===== config.mk =====
export PLATFORM = sky130hd
export DESIGN_NAME = pc_sequencer
export DESIGN_NICKNAME = d
export VERILOG_FILES = /design/src/rtl/pc_sequencer.sv
export SDC_FILE = /design/constraint.sdc
export NUM_CORES = 1
export LEC_CHECK = 0
export CAP_MARGIN = 30
export CELL_PAD_IN_SITES_DETAIL_PLACEMENT = 1
export CELL_PAD_IN_SITES_GLOBAL_PLACEMENT = 1
export CORE_MARGIN = 3
export CORE_UTILIZATION = 35
export CTS_CLUSTER_SIZE = 16
export DETAILED_ROUTE_END_ITERATION = 7
export PLACE_DENSITY_LB_ADDON = 0.1
export SLEW_MARGIN = 20
export SYNTH_ARGS = -nofsm -noshare
export SYNTH_HDL_FRONTEND = slang
export SYNTH_SLANG_ARGS = --single-unit

===== constraint.sdc =====
create_clock -name Clk -period 4.35 [get_ports Clk]
set_input_delay 0.435 -clock Clk [delete_from_list [all_inputs] [get_ports Clk]]
set_output_delay 0.435 -clock Clk [all_outputs]
set_load 0.03 [all_outputs]

===== src/rtl/pc_sequencer.sv =====
// Program-counter unit: PC register, next-PC selection, circular return-address stack.
// Optional performance counters are enabled by defining PC_SEQ_PERF_EN.
module pc_sequencer #(
    parameter int unsigned      WIDTH        = 32,
    parameter int unsigned      STEP         = 4,
    parameter logic [WIDTH-1:0] RESET_VECTOR = '0,
    parameter int unsigned      RAS_DEPTH    = 4
) (
    input  logic                         Clk,
    input  logic                         Rst,
    input  logic                         Stall,
    input  logic                         BranchTaken,
    input  logic [WIDTH-1:0]             BranchTarget,
    input  logic                         Jump,
    input  logic [WIDTH-1:0]             JumpTarget,
    input  logic                         JumpReg,
    input  logic [WIDTH-1:0]             RegTarget,
    input  logic                         Call,
    input  logic                         Return,
    output logic [WIDTH-1:0]             PCResult,
    output logic [WIDTH-1:0]             PCAddResult,
    output logic                         Flush,
    output logic [$clog2(RAS_DEPTH):0]   RasCount,
    output logic                         RasMiss,
    output logic                         AlignErr
`ifdef PC_SEQ_PERF_EN
    ,
    output logic [31:0]                  RedirectCount,
    output logic [31:0]                  StallCount,
    output logic [31:0]                  RasMissCount
`endif
);

    localparam int unsigned      PTR_W      = $clog2(RAS_DEPTH);
    localparam int unsigned      CNT_W      = PTR_W + 1;
    localparam logic [WIDTH-1:0] ALIGN_MASK = WIDTH'(STEP - 1);
    localparam logic [CNT_W-1:0] CNT_FULL   = CNT_W'(RAS_DEPTH);

    if ((STEP == 0) || ((STEP & (STEP - 1)) != 0)) begin : g_bad_step
        $error("pc_sequencer: STEP must be a power of two");
    end
    if ((RAS_DEPTH < 2) || ((RAS_DEPTH & (RAS_DEPTH - 1)) != 0)) begin : g_bad_depth
        $error("pc_sequencer: RAS_DEPTH must be a power of two, at least 2");
    end

    logic [WIDTH-1:0] r_pc;
    logic [WIDTH-1:0] r_ras [RAS_DEPTH];
    logic [PTR_W-1:0] r_ptr;
    logic [CNT_W-1:0] r_cnt;
    logic             r_flush;
    logic             r_ras_miss;
    logic             r_align_err;

    logic [WIDTH-1:0] w_pc_add;
    logic [WIDTH-1:0] w_ras_top;
    logic [WIDTH-1:0] w_raw_target;
    logic [WIDTH-1:0] w_target;
    logic [WIDTH-1:0] w_pc_next;
    logic [PTR_W-1:0] w_ptr_dec;
    logic             w_active;
    logic             w_hold;
    logic             w_ras_empty;
    logic             w_jump_any;
    logic             w_ret_sel;
    logic             w_push;
    logic             w_pop;
    logic             w_ras_miss;
    logic             w_redirect;
    logic             w_misalign;

    assign w_pc_add    = r_pc + WIDTH'(STEP);
    assign w_ptr_dec   = r_ptr - PTR_W'(1);
    assign w_ras_top   = r_ras[w_ptr_dec];
    assign w_ras_empty = (r_cnt == '0);

    // Only a resolved branch overrides a stall; everything below it needs the pipe moving.
    assign w_active   = !BranchTaken && !Stall;
    assign w_hold     = Stall && !BranchTaken;
    assign w_jump_any = JumpReg || Jump;
    assign w_push     = w_active && w_jump_any && Call;
    assign w_ret_sel  = w_active && !w_jump_any && Return;
    assign w_pop      = w_ret_sel && !w_ras_empty;
    assign w_ras_miss = w_ret_sel && w_ras_empty;
    assign w_redirect = BranchTaken || (w_active && w_jump_any) || w_pop;

    always_comb begin
        w_raw_target = w_ras_top;
        if (BranchTaken) begin
            w_raw_target = BranchTarget;
        end else if (JumpReg) begin
            w_raw_target = RegTarget;
        end else if (Jump) begin
            w_raw_target = JumpTarget;
        end
    end

    // ALIGN_MASK is zero when STEP=1, which disables both masking and the error.
    assign w_target   = w_raw_target & ~ALIGN_MASK;
    assign w_misalign = w_redirect && (|(w_raw_target & ALIGN_MASK));

    always_comb begin
        w_pc_next = w_pc_add;
        if (w_redirect) begin
            w_pc_next = w_target;
        end else if (w_hold) begin
            w_pc_next = r_pc;
        end
    end

    always_ff @(posedge Clk or negedge Rst) begin
        if (!Rst) begin
            r_pc        <= RESET_VECTOR;
            r_flush     <= 1'b0;
            r_ras_miss  <= 1'b0;
            r_align_err <= 1'b0;
        end else begin
            r_pc        <= w_pc_next;
            r_flush     <= w_redirect;
            r_ras_miss  <= w_ras_miss;
            r_align_err <= w_misalign;
        end
    end

    // When full the pointer already addresses the oldest slot, so a push overwrites it.
    always_ff @(posedge Clk or negedge Rst) begin
        if (!Rst) begin
            r_ptr <= '0;
            r_cnt <= '0;
        end else if (w_push) begin
            r_ptr <= r_ptr + PTR_W'(1);
            if (r_cnt != CNT_FULL) begin
                r_cnt <= r_cnt + CNT_W'(1);
            end
        end else if (w_pop) begin
            r_ptr <= w_ptr_dec;
            r_cnt <= r_cnt - CNT_W'(1);
        end
    end

    always_ff @(posedge Clk) begin
        if (w_push) begin
            r_ras[r_ptr] <= w_pc_add;
        end
    end

    assign PCResult    = r_pc;
    assign PCAddResult = w_pc_add;
    assign Flush       = r_flush;
    assign RasCount    = r_cnt;
    assign RasMiss     = r_ras_miss;
    assign AlignErr    = r_align_err;

`ifdef PC_SEQ_PERF_EN
    logic [31:0] r_redirect_cnt;
    logic [31:0] r_stall_cnt;
    logic [31:0] r_ras_miss_cnt;

    always_ff @(posedge Clk or negedge Rst) begin
        if (!Rst) begin
            r_redirect_cnt <= '0;
            r_stall_cnt    <= '0;
            r_ras_miss_cnt <= '0;
        end else begin
            if (w_redirect && (r_redirect_cnt != '1)) begin
                r_redirect_cnt <= r_redirect_cnt + 32'd1;
            end
            if (w_hold && (r_stall_cnt != '1)) begin
                r_stall_cnt <= r_stall_cnt + 32'd1;
            end
            if (w_ras_miss && (r_ras_miss_cnt != '1)) begin
                r_ras_miss_cnt <= r_ras_miss_cnt + 32'd1;
            end
        end
    end

    assign RedirectCount = r_redirect_cnt;
    assign StallCount    = r_stall_cnt;
    assign RasMissCount  = r_ras_miss_cnt;
`endif

endmodule


==> flow_metrics.tcl <==
set metrics [dict create \
    core_mm2 0.02203 \
    htree_levels 4 \
    skew_ns 0.007344 \
    start_util 0.3592 \
    regArea_mm2 0.004556 \
    drc 0 \
    die_w_um 156.4 \
    syn2layout_area_growth_pct 32.56 \
    path_cells "nand3_1 -> nor4_4 -> nand2_1 -> nor3_1 -> xor2_1 -> clkdlybuf4s50_1" \
    placed_cells 1065 \
    synth-seq-cells 158 \
    ir_drop_mv 0.2837 \
    max-cap-violations 0 \
    ys.flop_type "edfxtp_1" \
    wl_per_cell_um 25.66 \
    tritoncts "built" \
    crit_fanout 17 \
    crit_path_start "PCResult[18]" \
    multi_input_area_mm2 0.003098 \
    slew_viol_final 0 \
    endpoint_kind "output port" \
    worstPathRequired_ns 3.91 \
    fin_crit_ns 4.117 \
    cts_inserted_buffers 17 \
    arrival_ns 3.68 \
    r2r_cells 8 \
    place.gp.congestion 0.8676 \
    worstSkewPairLatency_ns 0.43 \
    grt_usage 0.2313 \
    pre_cts_ws_ns 0.7451 \
    fin_tns_setup_ns 0 \
    die_h_um 156.4 \
    synth_commonest_cells "edfxtp_1 (120), nand2_1 (66), dfrtp_1 (38), a21oi_1 (32), nor2_1 (28)" \
    ys.warnings.count 0 \
    gr-total-overflow 0 \
    dr.pass1.iters 5 \
    num_antenna_cells 0 \
    pin_count 174 \
    grt_pass1_vias 6627 \
    fillCellCount 2312 \
    ctsResizeCount 0 \
    grt_max_degree 47 \
    tightest_slew_ns 0.9366 \
    fmax_ghz 0.2429 \
    slowest_delay_ns 0.81 \
    vias_per_cell 5.659 \
    critPathLaunchType "register" \
    crit_buf_inv 1 \
    yosys.area.top_type "edfxtp_1" \
    detail-route-antenna-nets 0 \
    ys_async_sr_fraction 0.2405 \
    rsz0062_at_grt "no" \
    crit_family "simple AND/OR/NAND/NOR gates" \
    status "finished clean" \
    synth_edf_count 120 \
    drive_above_1_share 0.1112 \
    reg2reg_slack_ns 1.30 \
    synth_area_leaders "edfxtp_1 (46%), dfrtp_1 (12%), mux4_2 (7.7%), nand2_1 (3.1%), xnor2_1 (2.2%)" \
    cellLeakagePower_nw 3.711 \
    avgSynthCellArea_um2 12.42 \
    layout.cells.non_filler 1098 \
    grt_pass1_wl_um 42120 \
    hold_class "input pin to asynchronous set/reset pin" \
    die_area_mm2 0.02445 \
    r2r-end "PCResult[31]" \
    yosysSeqAreaShare 0.5756 \
    power_density_mw_per_mm2 518.6 \
    timing.slew.headroom 0.3717 \
    drt_iter0_drc 461 \
    layout_setup_ws_ns 0.2335 \
    nNetsFinal 915 \
    cts_buffer_depth 2 \
    synth_top_area_frac 0.4554 \
    synth_cell_types 69 \
    synthCells 637 \
    io_buffer_count 169 \
    grt_antenna_before_repair 0 \
    clock_sinks 158 \
    num_rows 54 \
    cts-root-buf "clkbuf_16" \
    finalPower_mw 5.440 \
    dp_hpwl_um 20150 \
    whs_ns 0.4951 \
    synth_most_common_cell "edfxtp_1" \
    finalHoldViolCount 0 \
    crit_type "register to output port" \
    cp_slowest_cell "nor4_4" \
    syn_area_mm2 0.007913 \
    via_count 6214 \
    clk_pin_slew_ns 0.07 \
    r2r-start "r_ptr[0]" \
    totalWireLength_um 28170 \
    finalSetupViolations 0 \
    fin_crit_sh 0.9463 \
]
[routing by layer]
metal	vias up	global-route usage	share of wire	routed length (um)
li1	2784	-	-	-
met1	3177	0.3252	0.46	12970
met2	222	0.3701	0.47	13220
met3	31	0.04425	0.052	1477
met4	0	0.06086	0.018	504
met5	-	0	0	0
[worst register-to-register path, delay by kind of cell (launching register included)]
kind	cells	cell delay, ns
AOI/OAI and AO/OA	4	0.94
adders and majority gates	1	0.36
buffers and inverters	2	0.49
DFF	1	0.76
muxes	1	0.40
[power by group]
group,internal (mW),leakage (nW),switching (mW)
Combinational,0.872,1.91,1.10
Sequential,1.83,1.54,0.211
Clock,0.751,0.266,0.682
Total,3.45,3.71,1.99
[state kept, by name, indices dropped and copies added, names as in the netlist]
register,cells
Flush,1
PCResult,30
RasCount,3
r_ptr,2
r_ras,120
AlignErr,1
RasMiss,1
[worst max path at each step]
stage / end / cells past startpoint
floorplan: PCAddResult[17] / 6
CTS: PCAddResult[29] / 6
global placement: PCAddResult[29] / 6
global route: PCAddResult[29] / 6
finish: PCAddResult[29] / 6
detailed placement: PCAddResult[29] / 6
[stage by stage]
stage / area [um^2] / util
after detailed placement: 9927 / 0.4507
after global placement: 9907 / 0.4498
after CTS: 10490 / 0.4762
final: 10490 / 0.4762
after floorplan: 7924 / -
after global routing: 10490 / 0.4762
[cell usage in the layout (no fill, tap or decap), drive strengths merged, types with 8 or more instances in the layout]
| cell type | n |
|---|---|
| a211oi | 18 |
| a21oi | 32 |
| a221oi | 8 |
| and3 | 8 |
| buf | 23 |
| clkbuf | 18 |
| clkdlybuf4s50 | 167 |
| dfrtp | 38 |
| edfxtp | 120 |
| inv | 26 |
| mux2i | 14 |
| mux4 | 27 |
| nand2 | 66 |
| nand3 | 20 |
| nand4 | 12 |
| nor2 | 29 |
| nor3 | 10 |
| o21ai | 31 |
| xnor2 | 20 |
| xor2 | 12 |
[kinds of logic (layout without fill, tap and decap cells)]
group | after synthesis | in the layout | synth area share
flops | 158 | 158 | 0.5756
simple gates | 177 | 177 | 0.1099
other cells | 1 | 4 | 0.0004739
fa+ha+maj | 6 | 6 | 0.009487
mux | 42 | 42 | 0.09598
xor+xnor | 32 | 32 | 0.03542
buf+inv | 64 | 242 | 0.03463
compound gates | 157 | 157 | 0.1385
[final cells by class]
| type | count | share of cell area |
|---|---|---|
| sequential | 158 | 0.4343 |
| multi-input combinational | 418 | 0.2954 |
| timing repair buffer | 191 | 0.1775 |
| clock buffer | 18 | 0.04092 |
| tap | 280 | 0.03340 |
| clock inverter | 14 | 0.01169 |
| inverter | 19 | 0.006799 |
[repair_timing]
action,CTS,global route
hold buffers,1,0
endpoints found under the hold margin,15,0
buffers inserted,0,0
(Power assumes the default switching activity.)
